## config.mk

```make
export PLATFORM = sky130hd
export DESIGN_NAME = iob_cpu_bus_arbiter
export DESIGN_NICKNAME = d
export VERILOG_FILES = /design/src/rtl/iob_cpu_bus_arbiter.sv
export SDC_FILE = /design/constraint.sdc
export NUM_CORES = 1
export LEC_CHECK = 0
export CAP_MARGIN = 20
export CORE_AREA = 2 2 115 117
export CTS_CLUSTER_DIAMETER = 100
export DETAILED_ROUTE_END_ITERATION = 6
export DIE_AREA = 0 0 117 119
export GPL_TIMING_DRIVEN = 1
export PLACE_DENSITY = 0.68
export SYNTH_ARGS = -nofsm -noshare
export SYNTH_HDL_FRONTEND = slang
export SYNTH_SLANG_ARGS = --single-unit
```

## constraint.sdc

```tcl
create_clock -name clk -period 3.3 [get_ports clk]
set_input_delay 0.66 -clock clk [delete_from_list [all_inputs] [get_ports clk]]
set_output_delay 0.66 -clock clk [all_outputs]
set_load 0.005 [all_outputs]
```

## src/rtl/iob_cpu_bus_arbiter.sv

```systemverilog
// iob_cpu_bus_arbiter: shares one iob memory port between ibus and dbus, one outstanding transaction.
// Optional watchdog enabled by defining IOB_ARB_TIMEOUT_EN.
module iob_cpu_bus_arbiter #(
  parameter int ADDR_W = 32,
  parameter int DATA_W = 32,
  parameter int MAX_D_BURST = 4,
  parameter int TIMEOUT_CYC = 1024
) (
  input  logic                clk,
  input  logic                rst,
  input  logic                i_valid,
  input  logic [ADDR_W-1:0]   i_addr,
  output logic [DATA_W-1:0]   i_rdata,
  output logic                i_ready,
  input  logic                d_valid,
  input  logic [ADDR_W-1:0]   d_addr,
  input  logic [DATA_W-1:0]   d_wdata,
  input  logic [DATA_W/8-1:0] d_wstrb,
  output logic [DATA_W-1:0]   d_rdata,
  output logic                d_ready,
  output logic                m_valid,
  output logic [ADDR_W-1:0]   m_addr,
  output logic [DATA_W-1:0]   m_wdata,
  output logic [DATA_W/8-1:0] m_wstrb,
  input  logic [DATA_W-1:0]   m_rdata,
  input  logic                m_ready,
  output logic [1:0]          grant,
  output logic                timeout_err
);
  typedef enum logic [1:0] {IDLE, GNT_I, GNT_D} state_t;
  localparam int BW = $clog2(MAX_D_BURST + 1);
  localparam logic [BW-1:0] MAXB = BW'(MAX_D_BURST);
  state_t state, state_n;
  logic [BW-1:0] burst_cnt;
  logic pick_i, pick_d, done, to;
`ifdef IOB_ARB_TIMEOUT_EN
  localparam int TW = $clog2(TIMEOUT_CYC + 1);
  localparam logic [TW-1:0] TO_LAST = TW'(TIMEOUT_CYC - 1);
  logic [TW-1:0] to_cnt;
  assign to = state != IDLE && !m_ready && to_cnt == TO_LAST;
  always_ff @(posedge clk) begin
    if (rst) begin
      to_cnt <= '0;
      timeout_err <= 1'b0;
    end else begin
      to_cnt <= state == IDLE ? '0 : to_cnt + 1'b1;
      if (to) timeout_err <= 1'b1;
    end
  end
`else
  assign to = 1'b0;
  assign timeout_err = 1'b0;
`endif
  always_comb begin
    pick_d = d_valid && !(i_valid && burst_cnt == MAXB);
    pick_i = i_valid && !pick_d;
    done = state != IDLE && (m_ready || to) && !rst;
    state_n = state == IDLE ? (pick_d ? GNT_D : pick_i ? GNT_I : IDLE) : done ? IDLE : state;
  end
  assign m_valid = state != IDLE;
  assign grant = {state == GNT_D, state == GNT_I};
  assign i_ready = done && state == GNT_I;
  assign d_ready = done && state == GNT_D;
  assign i_rdata = to ? '0 : m_rdata;
  assign d_rdata = to ? '0 : m_rdata;
  always_ff @(posedge clk) begin
    if (rst) begin
      state <= IDLE;
      m_addr <= '0;
      m_wdata <= '0;
      m_wstrb <= '0;
      burst_cnt <= '0;
    end else begin
      state <= state_n;
      if (state == IDLE && (pick_i || pick_d)) begin
        m_addr <= pick_d ? d_addr : i_addr;
        m_wdata <= pick_d ? d_wdata : '0;
        m_wstrb <= pick_d ? d_wstrb : '0;
        burst_cnt <= pick_d && i_valid ? burst_cnt + 1'b1 : '0;
      end
    end
  end
endmodule

```

=== Word-level counts from Yosys, hierarchy flattened ===
Index checks and enable logic that the tools add are counted.

* Flip-flop bits (word level): 73
* Input bits: 137
* Output and inout port bits: 138
* Logic and storage cells: 33

* Add/subtract/negate cells: 1
* Eq/ne operators: 3
* Mux-type cells: 8
* Reduce and logical (&&, ||, !) cells: 16

{| class="wikitable"
|+ Operators with widths
! operator !! count
|-
| two-way mux 32 bit || 2
|-
| logical AND 1 bit || 9
|-
| two-way mux 2 bit || 3
|-
| two-way mux 4 bit || 1
|-
| nonzero test 2 bit || 2
|-
| adder 3 x 1 -> 3 bit (second input constant) || 1
|-
| == test 3 bit (second input constant) || 1
|-
| zero test 1 bit || 3
|-
| two-way mux 3 bit || 1
|-
| == test 2 x 1 -> 1 bit (second input constant) || 1
|-
| == test 2 bit (second input constant) || 1
|-
| zero test 2 bit || 1
|-
| logical OR 1 bit || 1
|-
| two-way mux 1 bit || 1
|}

=== Logic depth before layout (Yosys ltp) ===
* Word-level depth: 9
* Depth in mapped cells: 6
* Mapped depth without buffers: 5

=== Worst setup path after synthesis ===
OpenSTA, ideal clock, no wires.

* Path kind: input-to-output
* Start: in rst
* End: out d_ready
* Data arrival time: 1.096 ns
* Required time: 2.640 ns
* Slack: 1.544 ns
* Stages on the path: 2
* Path buffers: 1
* Cells stage by stage: clkbuf_1 and3b_1

* Cells in the longest elaborated chain, start to end: 3

{| class="wikitable"
|+ RTL lines
! element !! RTL line !! text
|-
| start: declaration || 10 || <nowiki>input logic rst,</nowiki>
|-
| zero test 1 bit || 57 || <nowiki>done = state != IDLE && (m_ready || to) && !rst;</nowiki>
|-
| logical AND 1 bit || 57 ||
|-
| logical AND 1 bit || 63 || <nowiki>assign d_ready = done && state == GNT_D;</nowiki>
|-
| end: declaration || 20 || <nowiki>output logic d_ready,</nowiki>
|}

Every way passes these cells.

=== Final worst setup path ===
* Start: reg state[1]
* End: out m_valid

* Cells in the longest elaborated chain, start to end: 1

{| class="wikitable"
|+ RTL lines
! element !! RTL line !! text
|-
| start: declaration || 33 || <nowiki>state_t state, state_n;</nowiki>
|-
| start signal: assignment || 74 || <nowiki>state <= state_n;</nowiki>
|-
| nonzero test 2 bit || 60 || <nowiki>assign m_valid = state != IDLE;</nowiki>
|-
| end: declaration || 21 || <nowiki>output logic m_valid,</nowiki>
|}

Every way passes these cells.

==> results summary <==
The flow ran to the end, and the final reports show no timing, DRC or antenna violations. The slew at the pin with the worst max-slew slack is between 800 and 900 ps. In the final layout, the share of cells above drive strength 1 is 0.0655. A synthesized cell averages 8.11 um2. The effective utilization at floorplan came out at 0.288. Clock tree synthesis selected as its root buffer the cell sky130_fd_sc_hd__clkbuf_16. The total detailed-routing wirelength is 12100 um. The launch instance of the worst min-delay path is m_wdata[8].

The terminus of the critical flop-to-flop path is m_addr[28]. STA classifies the critical path endpoint as a primary output. The total count of hold-check failures in the final report came out at 0. The startpoint type of the worst setup path is a flip-flop. The number of nets produced by synthesis came out at about 600. The detailed-placement wirelength estimate is between 8000 and 9000 um.

The count of input and output buffers came out at 177. The sequential share of power came out at 0.385. The TritonCTS clock tree is done. Ranked by instance count, the synthesized netlist is headed by sky130_fd_sc_hd__dfxtp_1 (73), sky130_fd_sc_hd__a21oi_1 (72), sky130_fd_sc_hd__o21ai_0 (70). The die width is approximately 120 um.

The via count of the first global-routing pass came out at 3684. The relative contribution of combinational cells to total power came out at 0.206. In this run the static leakage power is about 1.9 nW. Dividing the final minimum period by the clock period gives 0.812. The netlist area before placement came out at 3700 um2. The path category of the worst min-delay check is flip-flop to flip-flop. The final number of max-transition violations is 0. The die covers 13900 um2. The first TritonRoute pass finished after 5 iterations. The unique cell type count in the Yosys netlist is 29. The number of DRC markers in iteration 0 came out at ~270.

The clock share of power came out at 0.409. In the post-synthesis netlist, the biggest area contributors are sky130_fd_sc_hd__dfxtp_1 (39%), sky130_fd_sc_hd__buf_4 (14%), sky130_fd_sc_hd__a21oi_1 (9.7%). Counting I/O delays and the setup requirement, the final critical path takes 2680 ps.

The power dissipated by switching net loads came out at ~0.66 mW. The maximum frequency from static timing analysis came out at roughly 0.37 GHz. The peak fanout along the critical path came out at a little over 40. The clock latency at the later pin of the worst-skew pair came out at 340 ps. The worst-case register-to-register setup slack is 1430 ps. The tool flagged a number of max-cap violations equal to 0.

The number of buffers created by CTS is 9. IR analysis of the VDD net gives a maximum drop of 0.251 mV. The detailed router placed 3796 vias in this run. The post-CTS setup repair buffer count came out at 0. The most common cell in the synthesized netlist is sky130_fd_sc_hd__dfxtp_1. ~280 I/O pins were placed. The clock transition at the registers of the reported paths is 60 ps. The switching share of power came out at 0.255. The total buffers and inverters traversed by the critical path came out at 2. The reg-to-reg critical path startpoint is state[1]. The detailed-route wire length per cell came out at 16.7 um. The delay of the slowest cell on the worst path came out at 630 ps. At the end of the flow, the number of nets in the layout was 684.

The signed area change from the synthesized netlist to the final layout came out at 46.5%. The number of antenna violations at the first check in global routing was 0. For the final routed database, the setup TNS stands at 0 ps.

The worst setup path is of the flip-flop to primary output kind. The aggregate global routing overflow is 0. The number of flops mapped to enable cells by yosys is 0. The most used flip-flop cell after synthesis is sky130_fd_sc_hd__dfxtp_1. The area share of the largest cell type after synthesis came out at 0.394. The number of failing setup endpoints in the final timing report came out at 0. The share of flip-flops with an asynchronous set or reset after synthesis came out at 0.

In the global route stage, overall resource usage came out at 0.166. The number of hold-repair buffers added at the cts stage is 0. Clock skew on the completed layout was measured at 7.56 ps.

Routability-driven placement finished with a final weighted congestion of approximately 0.75. The pin count of the biggest net entering global routing is 74. The relative slew slack is 0.451. The longest clock path from root to sink contains 2 buffers. The slowest stage of the critical path belongs to the cell sky130_fd_sc_hd__clkdlybuf4s50_1. The number of routed nets with antenna violations came out at 0.

The global-route wire length before repair came out at 18200 um. The sequential cell area fraction in the yosys report is 0.394. The core box area is 12900 um2. The library cell with the largest summed area after synthesis is sky130_fd_sc_hd__dfxtp_1. Measured in cells, the most critical reg-to-reg path has a length of 5. After technology mapping, the gate count stands at 457.

For hold timing, the worst endpoint is m_wdata[8]. The yosys synthesis warning count is 0. The final routed DRC violation total is 0. Once the clock tree was built, the resizer swapped 0 gates to a different size. For this design the ratio of total power to cell area is 477 nW/um2. The sum of internal, switching and leakage power is 2.59 mW. The hold-critical path depth is 2. The H-tree was split into 3 levels. The height of the chip is 119 um. The number of antenna diodes in the final layout is 0. Setup repair after global routing left no endpoint under its margin. After detailed routing, the number of vias per cell comes to 5.23. Counting every sink on the clock net gives 73. The count of state elements after synthesis came out at 73. The kind of cell with the highest combined delay on the critical path is buffers and inverters. Walking the worst path, the cells encountered are nor2_2, inv_2, clkdlybuf4s50_1. For the worst setup path, the data required time is 2640 ps. For the worst setup path, the data arrival time is 2020 ps. After floorplanning, the core was divided into 42 placement rows. The internal power of the cells totals 1.93 mW.
-- flip-flops by register name, summed over array words and instances (netlist names) --
register / cells
m_wstrb: 4
state: 2
m_addr: 32
m_wdata: 32
burst_cnt: 3
-- power by group through the flow --
stage                     combinational [mW]  clock, mW  sequential [mW]
after floorplan                        0.267          0             1.02
after global placement                 0.516          0             1.01
after detailed placement               0.531          0             1.02
after CTS                              0.534       1.09            0.997
after global routing                   0.575       1.13             1.00
final                                  0.532       1.06            0.997
-- worst min-delay path: cells and delay by family, from the launching register on --
kind | cells | cell delay, ps
AOI/OAI and AO/OA | 2 | 120
DFF | 1 | 300
-- stage by stage --
step                utilization  worst slack, ps  hold slack [ps]  std cells  instance area [um2]
finish                    0.422              620              473        726                 5430
global route              0.422              459              495        726                 5430
CTS                       0.422              578              473        726                 5430
floorplan                     -             1540              466        457                 3700
global placement          0.396              629              457        709                 5090
detailed placement        0.397              739              464        710                 5110
-- how the worst max path moves through the flow --
stage | start | to | cells after the start
final | state[1] | m_valid | 3
after global routing | state[1] | m_valid | 3
after CTS | state[1] | m_valid | 3
after detailed placement | d_valid | burst_cnt[2] | 5
after global placement | i_valid | m_addr[25] | 4
after floorplan | rst | d_ready | 2
-- area by class of cell --
type / count / area (um2)
clock buffers: 9 / 225
fillers: 1275 / 7450
repair buffers: 189 / 1890
well taps: 176 / 220
multi-input cells: 268 / 1520
flip-flops and latches: 73 / 1460
inverters: 4 / 15.0
clock inverters: 7 / 95.1
-- layer usage --
layer	part of all wire	wire, um	global-route usage	vias up
li1	-	-	-	1767
met2	0.46	5550	0.258	178
met1	0.42	5130	0.201	1800
met4	0.030	366	0.0801	0
met5	0	0	0	-
met3	0.090	1100	0.0616	51
-- placed cells by master, fill, tap and decap left out --
cell / n
sky130_fd_sc_hd__and3b_1: 2
sky130_fd_sc_hd__inv_2: 2
sky130_fd_sc_hd__clkinv_2: 2
sky130_fd_sc_hd__nand2_1: 1
sky130_fd_sc_hd__clkdlybuf4s50_1: 176
sky130_fd_sc_hd__o21ai_1: 2
sky130_fd_sc_hd__buf_12: 2
sky130_fd_sc_hd__nand4_1: 2
sky130_fd_sc_hd__o21ai_0: 70
sky130_fd_sc_hd__or2_1: 1
sky130_fd_sc_hd__nand3_2: 1
sky130_fd_sc_hd__nor2_1: 1
sky130_fd_sc_hd__dfxtp_1: 73
sky130_fd_sc_hd__nand4b_1: 1
sky130_fd_sc_hd__a311oi_1: 32
sky130_fd_sc_hd__nor3b_1: 1
sky130_fd_sc_hd__nand3_1: 68
sky130_fd_sc_hd__buf_4: 9
sky130_fd_sc_hd__a31oi_1: 1
sky130_fd_sc_hd__nor2_2: 3
sky130_fd_sc_hd__nand2b_1: 1
sky130_fd_sc_hd__clkbuf_16: 9
sky130_fd_sc_hd__or4_1: 1
sky130_fd_sc_hd__inv_1: 2
sky130_fd_sc_hd__a21oi_1: 72
sky130_fd_sc_hd__buf_2: 1
sky130_fd_sc_hd__clkinv_4: 2
sky130_fd_sc_hd__and3_1: 1
sky130_fd_sc_hd__clkinvlp_4: 1
sky130_fd_sc_hd__conb_1: 1
sky130_fd_sc_hd__bufinv_16: 2
sky130_fd_sc_hd__buf_8: 1
sky130_fd_sc_hd__nor3b_4: 1
sky130_fd_sc_hd__ha_1: 2
sky130_fd_sc_hd__nor2b_1: 3
-- cell families (layout without fill, tap and decap cells) --
group / Yosys count / count (layout) / share of synthesized area
adders and majority gates: 2 / 2 / 0.00675
other: 1 / 1 / 0.00101
and+or+nand+nor: 88 / 88 / 0.128
AOI/OAI and AO/OA: 177 / 177 / 0.272
DFF: 73 / 73 / 0.394
buffers and inverters: 116 / 209 / 0.198
Note: power is estimated with default switching activity, not from simulation.
